[src/rtl/display_scan_4dig.sv]
// Four-digit multiplexed 7-segment driver with an all-off guard after each digit advance.
// Optional decimal-point path is enabled by defining DISPLAY_DP_EN.
module display_scan_4dig #(
  parameter int unsigned GUARD_CYC = 16
) (
  input  logic        clkFPGA,
  input  logic        rst_n,
  input  logic        clk1KHz,
  input  logic [15:0] bcd,
  input  logic        lz_blank,
  input  logic [3:0]  dp_in,
  output logic [3:0]  anodes,
  output logic [6:0]  seg,
  output logic        dp,
  output logic [1:0]  digit_idx
);

  logic       s1, s2, s3;
  logic       tick;
  logic [7:0] g;
  logic       guard;
  logic [3:0] nibble;
  logic       blank;
  logic [6:0] seg_dec;

  // clk1KHz is asynchronous data here; s3 only remembers the previous synchronized level
  always_ff @(posedge clkFPGA or negedge rst_n) begin
    if (!rst_n) begin
      s1 <= 1'b0;
      s2 <= 1'b0;
      s3 <= 1'b0;
    end else begin
      s1 <= clk1KHz;
      s2 <= s1;
      s3 <= s2;
    end
  end

  assign tick = s2 & ~s3;

  always_ff @(posedge clkFPGA or negedge rst_n) begin
    if (!rst_n) begin
      digit_idx <= 2'd0;
      g         <= 8'd0;
    end else if (tick) begin
      digit_idx <= digit_idx + 2'd1;
      g         <= 8'(GUARD_CYC);
    end else if (g != 8'd0) begin
      g <= g - 8'd1;
    end
  end

  assign guard = (g != 8'd0);

  always_comb begin
    nibble = bcd[3:0];
    blank  = 1'b0;
    case (digit_idx)
      2'd0: nibble = bcd[3:0];
      2'd1: begin
        nibble = bcd[7:4];
        blank  = lz_blank && (bcd[15:4] == 12'd0);
      end
      2'd2: begin
        nibble = bcd[11:8];
        blank  = lz_blank && (bcd[15:8] == 8'd0);
      end
      default: begin
        nibble = bcd[15:12];
        blank  = lz_blank && (bcd[15:12] == 4'd0);
      end
    endcase
  end

  // Non-BCD nibbles light only segment g so a bad count shows as "-"
  always_comb begin
    seg_dec = 7'h3F;
    case (nibble)
      4'd0: seg_dec = 7'h40;
      4'd1: seg_dec = 7'h79;
      4'd2: seg_dec = 7'h24;
      4'd3: seg_dec = 7'h30;
      4'd4: seg_dec = 7'h19;
      4'd5: seg_dec = 7'h12;
      4'd6: seg_dec = 7'h02;
      4'd7: seg_dec = 7'h78;
      4'd8: seg_dec = 7'h00;
      4'd9: seg_dec = 7'h10;
      default: seg_dec = 7'h3F;
    endcase
  end

  always_ff @(posedge clkFPGA or negedge rst_n) begin
    if (!rst_n) begin
      anodes <= 4'b1111;
      seg    <= 7'h7F;
    end else if (guard || blank) begin
      anodes <= 4'b1111;
      seg    <= 7'h7F;
    end else begin
      anodes <= ~(4'b0001 << digit_idx);
      seg    <= seg_dec;
    end
  end

`ifdef DISPLAY_DP_EN
  always_ff @(posedge clkFPGA or negedge rst_n) begin
    if (!rst_n) begin
      dp <= 1'b1;
    end else if (guard || blank) begin
      dp <= 1'b1;
    end else begin
      dp <= ~dp_in[digit_idx];
    end
  end
`else
  logic unused_dp_in;
  assign unused_dp_in = ^dp_in;
  assign dp = 1'b1;
`endif

endmodule

[config.mk]
export PLATFORM = sky130hd
export DESIGN_NAME = display_scan_4dig
export DESIGN_NICKNAME = d
export VERILOG_FILES = /design/src/rtl/display_scan_4dig.sv
export SDC_FILE = /design/constraint.sdc
export NUM_CORES = 1
export LEC_CHECK = 0
export CELL_PAD_IN_SITES_DETAIL_PLACEMENT = 1
export CELL_PAD_IN_SITES_GLOBAL_PLACEMENT = 2
export CORE_ASPECT_RATIO = 0.9
export CORE_MARGIN = 2
export CORE_UTILIZATION = 29
export CTS_CLUSTER_DIAMETER = 120
export DETAILED_ROUTE_END_ITERATION = 6
export GPL_TIMING_DRIVEN = 0
export HOLD_SLACK_MARGIN = 0.06
export PLACE_DENSITY_LB_ADDON = 0.1
export SLEW_MARGIN = 10
export SYNTH_ARGS = -nofsm -noshare
export SYNTH_HDL_FRONTEND = slang
export SYNTH_SLANG_ARGS = --single-unit
[constraint.sdc]
create_clock -name clkFPGA -period 2.4 [get_ports clkFPGA]
set_clock_uncertainty 0.1 [all_clocks]
set_input_delay 0.36 -clock clkFPGA [delete_from_list [all_inputs] [get_ports clkFPGA]]
set_output_delay 0.36 -clock clkFPGA [all_outputs]
set_load 0.02 [all_outputs]
==> results.json, run 1 <==
{
  "dp_cells": 218,
  "insertion_delay_ns": 0.27,
  "synth.distinct_cells": 41,
  "syn_area_per_cell_sq_um": 10.77,
  "die_y_um": 68.37,
  "final_cell_mix": "32 x clkdlybuf4s50_1, 11 x dfstp_2, 11 x dfrtp_1",
  "grt_usage_pct": 14.43,
  "rows": 23,
  "grt_pass1_wl_um": 5457,
  "place.gp.congestion": 0.7629,
  "cts_root_buf": "clkbuf_8",
  "setup_viol": 0,
  "core_area_sq_um": 4432,
  "cp_max_fo": 6,
  "die_area_sq_um": 5163,
  "num_vias": 1062,
  "multi_input_area_sq_um": 676.9,
  "syn_nets": 157,
  "setup_ws_ns": 0.2069,
  "synth.area.mux_share_pct": 7.779,
  "critPathMaxStageDelay_ns": 0.43,
  "grt-ovfl-total": 0,
  "yosys.area_share.simple_pct": 17.43,
  "synth_enable_flop_cells": 0,
  "final_core_utilization_pct": 41.16,
  "drt.antenna.violating_nets": 0,
  "layout_commonest_cell": "clkdlybuf4s50_1",
  "ys_ff_latch": 24,
  "post-place-ws_ns": 0.07250,
  "cts_hold_buf": 0,
  "cts_made_buffers": 3,
  "required_ns": 2.49,
  "drc": 0,
  "slowest_stage": "dfrtp_2",
  "max-vdd-ir-drop_mv": 0.3770,
  "firstDrtPassIters": 4,
  "vias_per_cell": 4.762,
  "cts_tree": "done",
  "start_kind": "flip-flop",
  "synth.yosys.seq_area_share_pct": 46.02,
  "synth_async_sr_flop_share_pct": 100.0,
  "status": "complete, no violations",
  "critical-path-top-delay-family": "compound AO/OA/AOI/OAI gates",
  "crit_top_cell": "ha_1",
  "cp-end-kind": "flip-flop",
  "port_buffers": 32,
  "synth-compound-area-share_pct": 13.40,
  "fillers": 522,
  "synth_fa_ha_area_share_pct": 8.435,
  "synthFlopType": "dfrtp_1",
  "critPathKind": "flip-flop to flip-flop",
  "max_freq_mhz": 456.0,
  "wl_um": 3384,
  "hold_viol": 0,
  "clock-sinks": 24,
  "wl_per_cell_um": 15.17,
  "layout-drive-gt1-share_pct": 21.74,
  "crit_arrival_ns": 2.28,
  "rsz0062_at_grt": "false",
  "fin_crit_sh_pct": 91.38,
  "finalNonFillerCells": 223,
  "drt_iter0_drc": 44,
  "nets": 195,
  "antenna_found_initial": 0,
  "start_util_pct": 30.12,
  "synth_top_family_by_area": "simple AND/OR/NAND/NOR gates",
  "grt_max_degree": 25,
  "syn_area_sq_um": 1335,
  "p_per_area_nw_per_um2": 1125,
  "h-tree-depth": 1,
  "p_leak_uw": 0.0007460,
  "clkTransAtPathRegs_ns": 0.09,
  "worstMarginPinSlew_ns": 1.089,
  "worst-path-buf-inv": 2,
  "maxSlewHeadroom_pct": 27.21,
  "fin_crit_ns": 2.193,
  "hold_class": "flip-flop to flip-flop",
  "syn_inst": 124,
  "io-pin-count": 38,
  "setup-tns-final_ns": 0,
  "diodes": 0,
  "area.sequential_sq_um": 616.8,
  "grt_pass1_vias": 1097,
  "slew_viol_final": 0,
  "crit_path_cell_trace": "inv_1, ha_1, a222oi_1, mux2i_2, inv_2, ha_1, a21oi_1, o211ai_1",
  "die_w_um": 75.52,
  "yosysWarnings": 0,
  "syn2layout_area_growth_pct": 36.64,
  "synth_xor_area_share_pct": 2.624,
  "cap_violations": 0,
  "hpwl_um": 2618,
  "clockBufferDepth": 2
}
[cell type report]
type	count	share of cell area (%)
inverter	10	2.058
tap	62	4.252
clock inverter	1	1.646
clock buffer	3	2.263
buffer	3	0.8916
timing repair buffer	33	17.97
sequential	24	33.81
multi-input combinational	87	37.11
[repair_timing]
item                                    in CTS  in global routing
endpoints found under the setup margin       0                  6
resized for setup                            0                  6
buffers inserted                             0                  1
[cells in the mapped netlist, drive strengths merged (3+ instances only)]
cell / n / area (sq um)
a211oi: 4 / 42.54
a21oi: 3 / 15.01
a222oi: 4 / 40.04
dfrtp: 13 / 325.3
dfstp: 11 / 289.0
ha: 9 / 112.6
inv: 10 / 37.53
mux2: 3 / 33.78
mux2i: 7 / 70.07
nand2: 5 / 18.77
nand3: 4 / 25.02
nand4: 4 / 25.02
nor2: 8 / 30.03
nor2b: 3 / 21.27
nor3: 4 / 35.03
o21ai: 7 / 35.03
xnor2: 3 / 26.28
[flip-flops by register name, summed over array words and instances (netlist names)]
name	flops
digit_idx	2
g	8
s2	1
s3	1
s1	1
seg	7
anodes	4
[path summary, 6_finish.rpt]
check | start | endpoint | slack, ns | cells after the start
min | s1 | s2 | 0.26 | 0
min in group asynchronous | rst_n | digit_idx[0] | 0.57 | 1
max in group asynchronous | rst_n | digit_idx[1] | 0.90 | 1
max | digit_idx[1] | seg[1] | 0.21 | 8
max reg2reg | digit_idx[1] | seg[1] | 0.21 | 8
min reg2reg | s1 | s2 | 0.26 | 0
[power by group]
part | switching [uW] | total [uW] | internal, uW
combinational | 618 | 1090 | 471
sequential | 88.4 | 603 | 514
clock | 138 | 361 | 223
total | 844 | 2050 | 1210
[cell families after synthesis]
family                   Yosys count
adder cells (fa/ha/maj)            9
other                              1
XOR/XNOR                           4
buffers and inverters             13
AND/OR/NAND/NOR                   39
multiplexers                      10
AO/OA/AOI/OAI                     24
flip-flops                        24
[metal layers]
metal	routed length (um)	GRT usage (%)	vias up	part of all wire [%]
li1	-	-	520	-
met1	1625	19.35	519	48
met2	1609	23.15	19	48
met3	104	2.651	4	3.1
met4	45	5.263	0	1.3
met5	0	0	-	0
[worst register-to-register path: stages, from the launching register on]
cell,delay [ns]
dfrtp_2,0.43
inv_1,0.09
ha_1,0.27
a222oi_1,0.43
mux2i_2,0.23
inv_2,0.11
ha_1,0.18
a21oi_1,0.05
o211ai_1,0.22
[through the flow]
| stage | total power, uW | instance area, sq um | hold slack, ns |
|---|---|---|---|
| after global routing | 2227 | 1824 | 0.2794 |
| after CTS | 2037 | 1804 | 0.2619 |
| final | 2053 | 1824 | 0.2617 |
| after floorplan | 1331 | 1335 | -0.03559 |
| after global placement | 1620 | 1733 | 0.2336 |
| after detailed placement | 1660 | 1733 | 0.2404 |
(Power assumes the default switching activity.)
==> inputs of run 2 (changes only) <==
GPL_ROUTABILITY_DRIVEN = 0   (was unset)
SLEW_MARGIN = 30   (was 10)
==> results.json, run 2 (synthesis results as in run 1) <==
{
  "status": "complete, no violations",
  "io-pin-count": 38,
  "cap_violations": 0,
  "drc": 0,
  "critPathMaxStageDelay_ns": 0.45,
  "layout-drive-gt1-share_pct": 21.60,
  "grt_max_degree": 25,
  "diodes": 0,
  "top_layer_used": "met4",
  "maxSlewHeadroom_pct": 64.04,
  "insertion_delay_ns": 0.27,
  "clockBufferDepth": 2,
  "cts_root_buf": "clkbuf_8",
  "hold_class": "flip-flop to flip-flop",
  "cp_max_fo": 6,
  "p_leak_uw": 0.0007519,
  "grt-ovfl-total": 0,
  "drt.antenna.violating_nets": 0,
  "final_core_utilization_pct": 41.22,
  "p_per_area_nw_per_um2": 1127,
  "wl_um": 3412,
  "num_vias": 1074,
  "required_ns": 2.49,
  "cp-end-kind": "flip-flop",
  "critPathKind": "flip-flop to flip-flop",
  "dpl_cell_area_sq_um": 1728,
  "cts_tree": "done",
  "h-tree-depth": 1,
  "final_cell_mix": "31 x clkdlybuf4s50_1, 11 x dfstp_2, 11 x dfrtp_1",
  "hpwl_um": 2625,
  "setup_viol": 0,
  "wl_met1_um": 1607,
  "core_area_sq_um": 4432,
  "fin_crit_ns": 2.244,
  "antenna_found_initial": 0,
  "vias_per_cell": 4.795,
  "firstDrtPassIters": 5,
  "syn2layout_area_growth_pct": 36.83,
  "rsz0062_at_grt": "false",
  "die_area_sq_um": 5163,
  "drt_iter0_drc": 45,
  "wl_met3_um": 96,
  "worst-path-buf-inv": 2,
  "worstSetupStartpoint": "digit_idx[0]",
  "top_regs": "g x8, seg x7, anodes x4",
  "fin_crit_sh_pct": 93.50,
  "clock-sinks": 24,
  "max-vdd-ir-drop_mv": 0.3527,
  "nets": 196,
  "port_buffers": 32,
  "slowest_stage": "a222oi_1",
  "critical-path-top-delay-family": "compound AO/OA/AOI/OAI gates",
  "die_w_um": 75.52,
  "fin_area_sq_um": 1827,
  "met2_length_um": 1649,
  "cts_made_buffers": 3,
  "die_y_um": 68.37,
  "crit_path_cell_trace": "inv_1, ha_1, a222oi_1, mux2i_2, inv_2, ha_1, a21oi_1, o211ai_1",
  "largest_reg_flops": 8,
  "worstMarginPinSlew_ns": 0.5244,
  "crit_arrival_ns": 2.34,
  "r2r-start": "digit_idx[0]",
  "wl_per_cell_um": 15.23,
  "max_freq_mhz": 445.6,
  "setup-tns-final_ns": 0,
  "grt_pass1_wl_um": 5513,
  "clkTransAtPathRegs_ns": 0.09,
  "start_kind": "flip-flop",
  "grt_pass1_vias": 1139,
  "r2r_slack_ns": 0.16,
  "layout_commonest_cell": "clkdlybuf4s50_1",
  "rows": 23,
  "crit_top_cell": "ha_1",
  "top_register": "g",
  "min_from": "s1",
  "start_util_pct": 30.12,
  "hold_viol": 0,
  "slew_viol_final": 0,
  "grt_usage_pct": 14.65
}
==> run 2: changes by cell type in the layout (fill, tap and decap cells not counted) <==
cell             before  now
dlygate4sd3_1         0    1
ha_1                  8    9
ha_2                  1    0
buf_2                 0    1
clkdlybuf4s50_1      32   31
==> run 2: what timing repair did <==
action	4_1_cts	5_1_grt
gates resized for setup	0	5
hold endpoints to repair	13	0
hold buffers	1	0
buffers inserted	0	1
endpoints found under the setup margin	0	5
==> run 2: layout make-up <==
cell class | instances | area, sq um
Clock inverter | 1 | 30.03
Timing Repair Buffer | 34 | 332.8
Inverter | 10 | 37.54
Fill cell | 522 | 2605
Buffer | 3 | 16.27
Sequential cell | 24 | 616.8
Clock buffer | 3 | 41.29
Tap cell | 62 | 77.57
Multi-Input combinational cell | 87 | 674.4
==> run 2: final timing paths <==
kind | end | depth (start not counted)
worst max-delay path | seg[1] | 8
max in group asynchronous | digit_idx[1] | 2
worst min-delay path | s2 | 0
worst min register to register | s2 | 0
min in group asynchronous | digit_idx[0] | 2
worst max register to register | seg[1] | 8
==> run 2: worst reg2reg max path, stage by stage (launching register included) <==
cell      delay [ns]
dfrtp_2         0.42
inv_1           0.10
ha_1            0.28
a222oi_1        0.45
mux2i_2         0.23
inv_2           0.11
ha_1            0.19
a21oi_1         0.06
o211ai_1        0.22
==> run 2: layer usage <==
metal	up-vias	global-route usage, %
met1	530	18.97
met3	5	2.651
met2	19	23.70
li1	520	-
met5	-	0
met4	0	6.579
==> run 2: stage by stage <==
step	hold slack, ns	total power, uW	worst slack [ns]	instances
2_1_floorplan	-0.03559	1331	0.2835	124
3_3_place_gp	0.2336	1620	0.1081	218
3_5_place_dp	0.2404	1662	0.06949	218
4_1_cts	0.2619	2043	0.05197	223
5_1_grt	0.2794	2230	0.02108	224
6_report	0.2618	2058	0.1559	224
==> run 2: report_power, final <==
part	switching [uW]	leakage, uW	internal (uW)
clock network	138	0.0000357	223
logic	623	0.000443	469
registers	90.0	0.000274	515
total	851	0.000752	1210
